## config.mk

```make
export PLATFORM = sky130hd
export DESIGN_NAME = uart_cmd_parser
export DESIGN_NICKNAME = d
export VERILOG_FILES = /design/src/rtl/uart_cmd_parser.sv
export SDC_FILE = /design/constraint.sdc
export NUM_CORES = 1
export LEC_CHECK = 0
export BUFFER_PORTS_ARGS = -buffer_cell sky130_fd_sc_hd__buf_2
export CORE_MARGIN = 3
export CORE_UTILIZATION = 54
export DETAILED_ROUTE_END_ITERATION = 10
export PLACE_DENSITY = 0.87
export SETUP_SLACK_MARGIN = 0.3
export SYNTH_ARGS = -nofsm -noshare
export SYNTH_HDL_FRONTEND = slang
export SYNTH_SLANG_ARGS = --single-unit
```

## constraint.sdc

```tcl
create_clock -name clk -period 2.6 [get_ports clk]
set_input_delay 0.26 -clock clk [delete_from_list [all_inputs] [get_ports clk]]
set_output_delay 0.26 -clock clk [all_outputs]
set_load 0.005 [all_outputs]
```

## src/rtl/uart_cmd_parser.sv

```systemverilog
// rtl/uart_cmd_parser.sv - ASCII command parser feeding time/date/control updates to the clock core
// Replies K/E through a held valid/ready byte; value outputs change only on an accepted command.
module uart_cmd_parser (
  input  logic        clk,
  input  logic        rst,
  input  logic [7:0]  rx_data,
  input  logic        rx_valid,
  output logic [7:0]  tx_data,
  output logic        tx_valid,
  input  logic        tx_ready,
  output logic        set_time,
  output logic [7:0]  hours_bcd,
  output logic [7:0]  minutes_bcd,
  output logic [7:0]  seconds_bcd,
  output logic        set_date,
  output logic [15:0] day,
  output logic [15:0] month,
  output logic [15:0] year,
  output logic        pause_toggle,
  output logic        speed_toggle
);

  localparam logic [7:0] CR_CHAR     = 8'h0D;
  localparam logic [7:0] IGNORE_CHAR = 8'h0A;
  localparam logic [7:0] CH_T = 8'h54;
  localparam logic [7:0] CH_D = 8'h44;
  localparam logic [7:0] CH_P = 8'h50;
  localparam logic [7:0] CH_F = 8'h46;
  localparam logic [7:0] ACK_OK  = 8'h4B;
  localparam logic [7:0] ACK_ERR = 8'h45;

  typedef enum logic [2:0] {IDLE, DIGITS, WAIT_CR, DISCARD, RESP} state_t;
  typedef enum logic [1:0] {CMD_T, CMD_D, CMD_P, CMD_F} cmd_t;

  state_t      state, state_next;
  cmd_t        cmd, cmd_next;
  logic [3:0]  cnt;
  logic [23:0] time_sr;
  logic [15:0] day_acc, month_acc, year_acc;
  logic        start_cmd, push, respond, resp_ok;
  logic        is_digit, time_ok, date_ok, cmd_valid;
  logic [3:0]  last_idx;

  function automatic logic [15:0] mac10(input logic [15:0] acc, input logic [3:0] d);
    return (acc << 3) + (acc << 1) + {12'd0, d};
  endfunction

  assign is_digit = (rx_data >= 8'h30) && (rx_data <= 8'h39);
  assign last_idx = (cmd == CMD_D) ? 4'd7 : 4'd5;
  // Packed BCD preserves numeric ordering, so the limits compare directly as BCD.
  assign time_ok  = (time_sr[23:16] <= 8'h23) && (time_sr[15:8] <= 8'h59) && (time_sr[7:0] <= 8'h59);
  assign date_ok  = (day_acc >= 16'd1) && (day_acc <= 16'd31) &&
                    (month_acc >= 16'd1) && (month_acc <= 16'd12);

  always_comb begin
    cmd_valid = 1'b1;
    case (cmd)
      CMD_T:   cmd_valid = time_ok;
      CMD_D:   cmd_valid = date_ok;
      default: cmd_valid = 1'b1;
    endcase
  end

  always_comb begin
    state_next = state;
    cmd_next   = cmd;
    start_cmd  = 1'b0;
    push       = 1'b0;
    respond    = 1'b0;
    resp_ok    = 1'b0;
    case (state)
      IDLE: begin
        if (rx_valid && rx_data != CR_CHAR && rx_data != IGNORE_CHAR) begin
          start_cmd = 1'b1;
          case (rx_data)
            CH_T: begin cmd_next = CMD_T; state_next = DIGITS;  end
            CH_D: begin cmd_next = CMD_D; state_next = DIGITS;  end
            CH_P: begin cmd_next = CMD_P; state_next = WAIT_CR; end
            CH_F: begin cmd_next = CMD_F; state_next = WAIT_CR; end
            default: begin start_cmd = 1'b0; state_next = DISCARD; end
          endcase
        end
      end
      DIGITS: begin
        if (rx_valid) begin
          if (is_digit) begin
            push = 1'b1;
            if (cnt == last_idx) state_next = WAIT_CR;
          end else if (rx_data == CR_CHAR) begin
            respond    = 1'b1;
            state_next = RESP;
          end else begin
            state_next = DISCARD;
          end
        end
      end
      WAIT_CR: begin
        if (rx_valid) begin
          if (rx_data == CR_CHAR) begin
            respond    = 1'b1;
            resp_ok    = cmd_valid;
            state_next = RESP;
          end else begin
            state_next = DISCARD;
          end
        end
      end
      DISCARD: begin
        if (rx_valid && rx_data == CR_CHAR) begin
          respond    = 1'b1;
          state_next = RESP;
        end
      end
      RESP: begin
        if (tx_ready) state_next = IDLE;
      end
      default: state_next = IDLE;
    endcase
  end

  always_ff @(posedge clk or negedge rst) begin
    if (!rst) begin
      state        <= IDLE;
      cmd          <= CMD_T;
      cnt          <= 4'd0;
      time_sr      <= 24'd0;
      day_acc      <= 16'd0;
      month_acc    <= 16'd0;
      year_acc     <= 16'd0;
      tx_data      <= 8'h00;
      tx_valid     <= 1'b0;
      set_time     <= 1'b0;
      set_date     <= 1'b0;
      pause_toggle <= 1'b0;
      speed_toggle <= 1'b0;
      hours_bcd    <= 8'h00;
      minutes_bcd  <= 8'h00;
      seconds_bcd  <= 8'h00;
      day          <= 16'd0;
      month        <= 16'd0;
      year         <= 16'd0;
    end else begin
      state        <= state_next;
      set_time     <= 1'b0;
      set_date     <= 1'b0;
      pause_toggle <= 1'b0;
      speed_toggle <= 1'b0;
      if (start_cmd) begin
        cmd       <= cmd_next;
        cnt       <= 4'd0;
        time_sr   <= 24'd0;
        day_acc   <= 16'd0;
        month_acc <= 16'd0;
        year_acc  <= 16'd0;
      end
      if (push) begin
        cnt <= cnt + 4'd1;
        if (cmd == CMD_T)     time_sr   <= {time_sr[19:0], rx_data[3:0]};
        else if (cnt < 4'd2)  day_acc   <= mac10(day_acc, rx_data[3:0]);
        else if (cnt < 4'd4)  month_acc <= mac10(month_acc, rx_data[3:0]);
        else                  year_acc  <= mac10(year_acc, rx_data[3:0]);
      end
      if (respond) begin
        tx_valid <= 1'b1;
        tx_data  <= resp_ok ? ACK_OK : ACK_ERR;
        if (resp_ok) begin
          case (cmd)
            CMD_T: begin
              set_time    <= 1'b1;
              hours_bcd   <= time_sr[23:16];
              minutes_bcd <= time_sr[15:8];
              seconds_bcd <= time_sr[7:0];
            end
            CMD_D: begin
              set_date <= 1'b1;
              day      <= day_acc;
              month    <= month_acc;
              year     <= year_acc;
            end
            CMD_P:   pause_toggle <= 1'b1;
            default: speed_toggle <= 1'b1;
          endcase
        end
      end
      if (state == RESP && tx_ready) tx_valid <= 1'b0;
    end
  end

endmodule

```

==> summary.txt <==
Clock tree
  • Clock Tree Buf Depth: 2
  • Root cell of the clock tree: clkbuf_16
  • CTS Buf Count: 17
  • Clock net sink count: 161
  • CTS tree: yes
  • H-tree depth: 4
  • Worst-path clk slew: 0.07 ns
  • Worst-skew pair later-pin latency: 0.44 ns

STA
  • Final min period: 2.65 ns
  • Final setup vio count: 3
  • Final worst slack: -0.0489 ns
  • WHS: 0.0860 ns
  • Unrepaired setup endpoints after global routing: yes
  • Hold Fails Final Rpt: 0
  • Slew margin rel.: 0.369
  • Max Clock Skew: 0.0107 ns
  • Actual slew at the worst max-slew pin: 0.943 ns
  • Slew Viols, Final: 0
  • Fmax: 0.378 GHz
  • Final period utilization: 1.02

Job
  • Number of max-cap violations: 0

Cells and area
  • Area growth syn-to-layout: 24.6%
  • Most common cell after layout, fill and taps aside: dfrtp_1
  • Layout net count: 1059
  • Layout cells sized above 1: 0.310
  • Most frequent cells in the layout: 154 x dfrtp_1, 109 x nand2_1, 92 x buf_2, 55 x ha_1, 54 x nand3_1

Place
  • Setup WS pre-CTS: 0.0579 ns
  • I/O Buffers: 93
  • GPL Wtd Cong: 0.929
  • HPWL after DPL: 14.4 mm

Critical path
  • Crit-path max FO: 2
  • CP required: 2.92 ns
  • WP data arrival: 2.97 ns
  • Critical path type: register to register
  • Setup crit start kind: register
  • Crit. End Element: register

GRT
  • Vias in the first global route: 6913
  • First-pass GRT wire length: 35.1 mm
  • Initial antenna violation count: 1
  • Gr usage total: 0.245
  • Largest net degree at the start of global routing: 55
  • Total gr overflow: 0

Logic synthesis
  • Mean Syn Cell Area: 10.6 µm²
  • Cell variety after synth: 66
  • Top post-synthesis cells by area: dfrtp_1 46%, ha_1 11%, mux2_2 4.7%
  • Most used flip-flop cell after synthesis: dfrtp_1
  • Yosys warns: 0
  • Synth Instances: 831
  • Area of the mapped netlist: 8810 µm²
  • Largest area contributor in the netlist: dfrtp_1
  • Number of flops mapped to enable cells by yosys: 0
  • FF+latch count, synth: 161
  • Seq/Total Area, Yosys: 0.457
  • FFs w/ async S/R, synth: 1.00
  • Post-synth top area share: 0.457

Status
  • Failing checks: setup timing
  • Status: finished with violations

Drt
  • Mean number of vias per cell: 6.01
  • Average wire per standard cell: 19.2 µm
  • Via Count: 7163
  • Post-route DRC: 0
  • DRT Wirelength: 22.8 mm
  • Final ANT Viol Nets: 0
  • Drt pass-1 iters: 5
  • DRT iter0 DRCs: 498

Power
  • Peak VDD IR: 0.559 mV
  • PwrDens: 505 nW/µm²
  • Pleak: 5.60 nW

Floorplanning
  • Initial Util: 0.553
  • Die area: 17900 µm²
  • Die Ht: 134 µm
  • Io pins: 97
  • Core ar.: 15900 µm²
  • # rows: 46
  • Chip width: 134 µm

Min path
  • Hold Path Class: input port to register
-- power breakdown --
part	internal (W)	switching, W	total [W]
logic	0.0000773	0.000139	0.000217
clock network	0.00164	0.00111	0.00275
registers	0.00253	0.0000438	0.00257
-- metal layers --
layer / routed length [µm] / GRT usage / share of wire / up-vias
li1: - / - / - / 3266
met1: 9300 / 0.323 / 0.41 / 3540
met2: 11400 / 0.405 / 0.50 / 289
met3: 1480 / 0.0495 / 0.065 / 68
met4: 633 / 0.0880 / 0.028 / 0
met5: 0 / 0 / 0 / -
-- registers in the layout (all words and copies together) (netlist names), 2 cells and up --
signal / flops
minutes_bcd: 8
day_acc: 16
tx_data: 3
hours_bcd: 8
month_acc: 16
cmd: 2
day: 16
year: 16
time_sr: 24
month: 16
state: 3
year_acc: 16
cnt: 4
seconds_bcd: 8
-- synth_stat cells, types with 6 or more instances --
cell type	n
dfrtp_1	161
nand2_1	110
ha_1	79
o21ai_0	58
nand3_1	55
mux2_2	37
a21oi_1	32
nor2b_1	32
nor2_1	20
xor2_1	19
xnor2_1	18
nor3_1	13
a211oi_1	10
mux2_1	10
o21ai_1	10
a21o_1	9
and3_1	9
buf_4	9
buf_6	9
clkbuf_1	9
a22o_1	8
inv_1	8
nor4_1	8
o211ai_1	8
fa_1	6
nand2b_1	6
or3_1	6
-- final timing paths --
kind	from	to	slack, ns	depth (start not counted)
min in group asynchronous	rst	minutes_bcd[4]	0.34	2
worst min register to register	year[1]	year[1]	0.48	1
worst max register to register	year_acc[2]	year_acc[12]	-0.05	9
max in group asynchronous	rst	month[10]	1.61	3
worst min-delay path	tx_ready	state[2]	0.09	3
worst max-delay path	year_acc[2]	year_acc[12]	-0.05	9
-- cell type report --
cell class	count	area [µm²]
multi-input cells	632	5070
fillers	1096	4960
flip-flops and latches	161	4040
repair buffers	142	930
clock buffers	17	425
well taps	216	270
clock inverters	15	219
inverters	8	30.0
diodes	1	2.50
-- cells by family (layout without fill, tap and decap cells) --
| family | after synthesis | in the layout | synth area share |
|---|---|---|---|
| and+or+nand+nor | 289 | 289 | 0.170 |
| AOI/OAI and AO/OA | 171 | 171 | 0.120 |
| DFF | 161 | 161 | 0.457 |
| adders and majority gates | 85 | 85 | 0.126 |
| muxes | 47 | 47 | 0.0600 |
| buffers and inverters | 40 | 182 | 0.0292 |
| xor gates and xnor gates | 37 | 37 | 0.0368 |
| other | 1 | 4 | 0.000425 |
-- metrics by stage --
stage / utilization / instance area, µm² / TNS [ns] / power (W) / cells
after detailed placement: 0.606 / 9670 / 0 / 0.00282 / 1133
after floorplan: - / 8910 / 0 / 0.00271 / 833
after global placement: 0.606 / 9670 / 0 / 0.00281 / 1133
after global routing: 0.689 / 11000 / -0.391 / 0.00570 / 1191
after CTS: 0.664 / 10600 / 0 / 0.00557 / 1179
final: 0.689 / 11000 / -0.109 / 0.00554 / 1192
-- critical path, cell delays in order (launching register included) --
cell	delay, ns
dfrtp_1	0.41
fa_2	0.51
buf_4	0.16
fa_2	0.44
a211oi_4	0.36
o21ai_2	0.15
a31oi_4	0.19
o21ai_1	0.11
xnor2_1	0.14
o21ai_1	0.07
-- what timing repair did --
item,CTS,global route
gates resized for setup,40,57
setup endpoints to repair,26,65
buffers inserted,13,11
hold buffers,1,0
hold endpoints to repair,50,0
gates cloned,0,1
pin swaps,32,33
No activity file was read; power rests on OpenSTA's default activity.
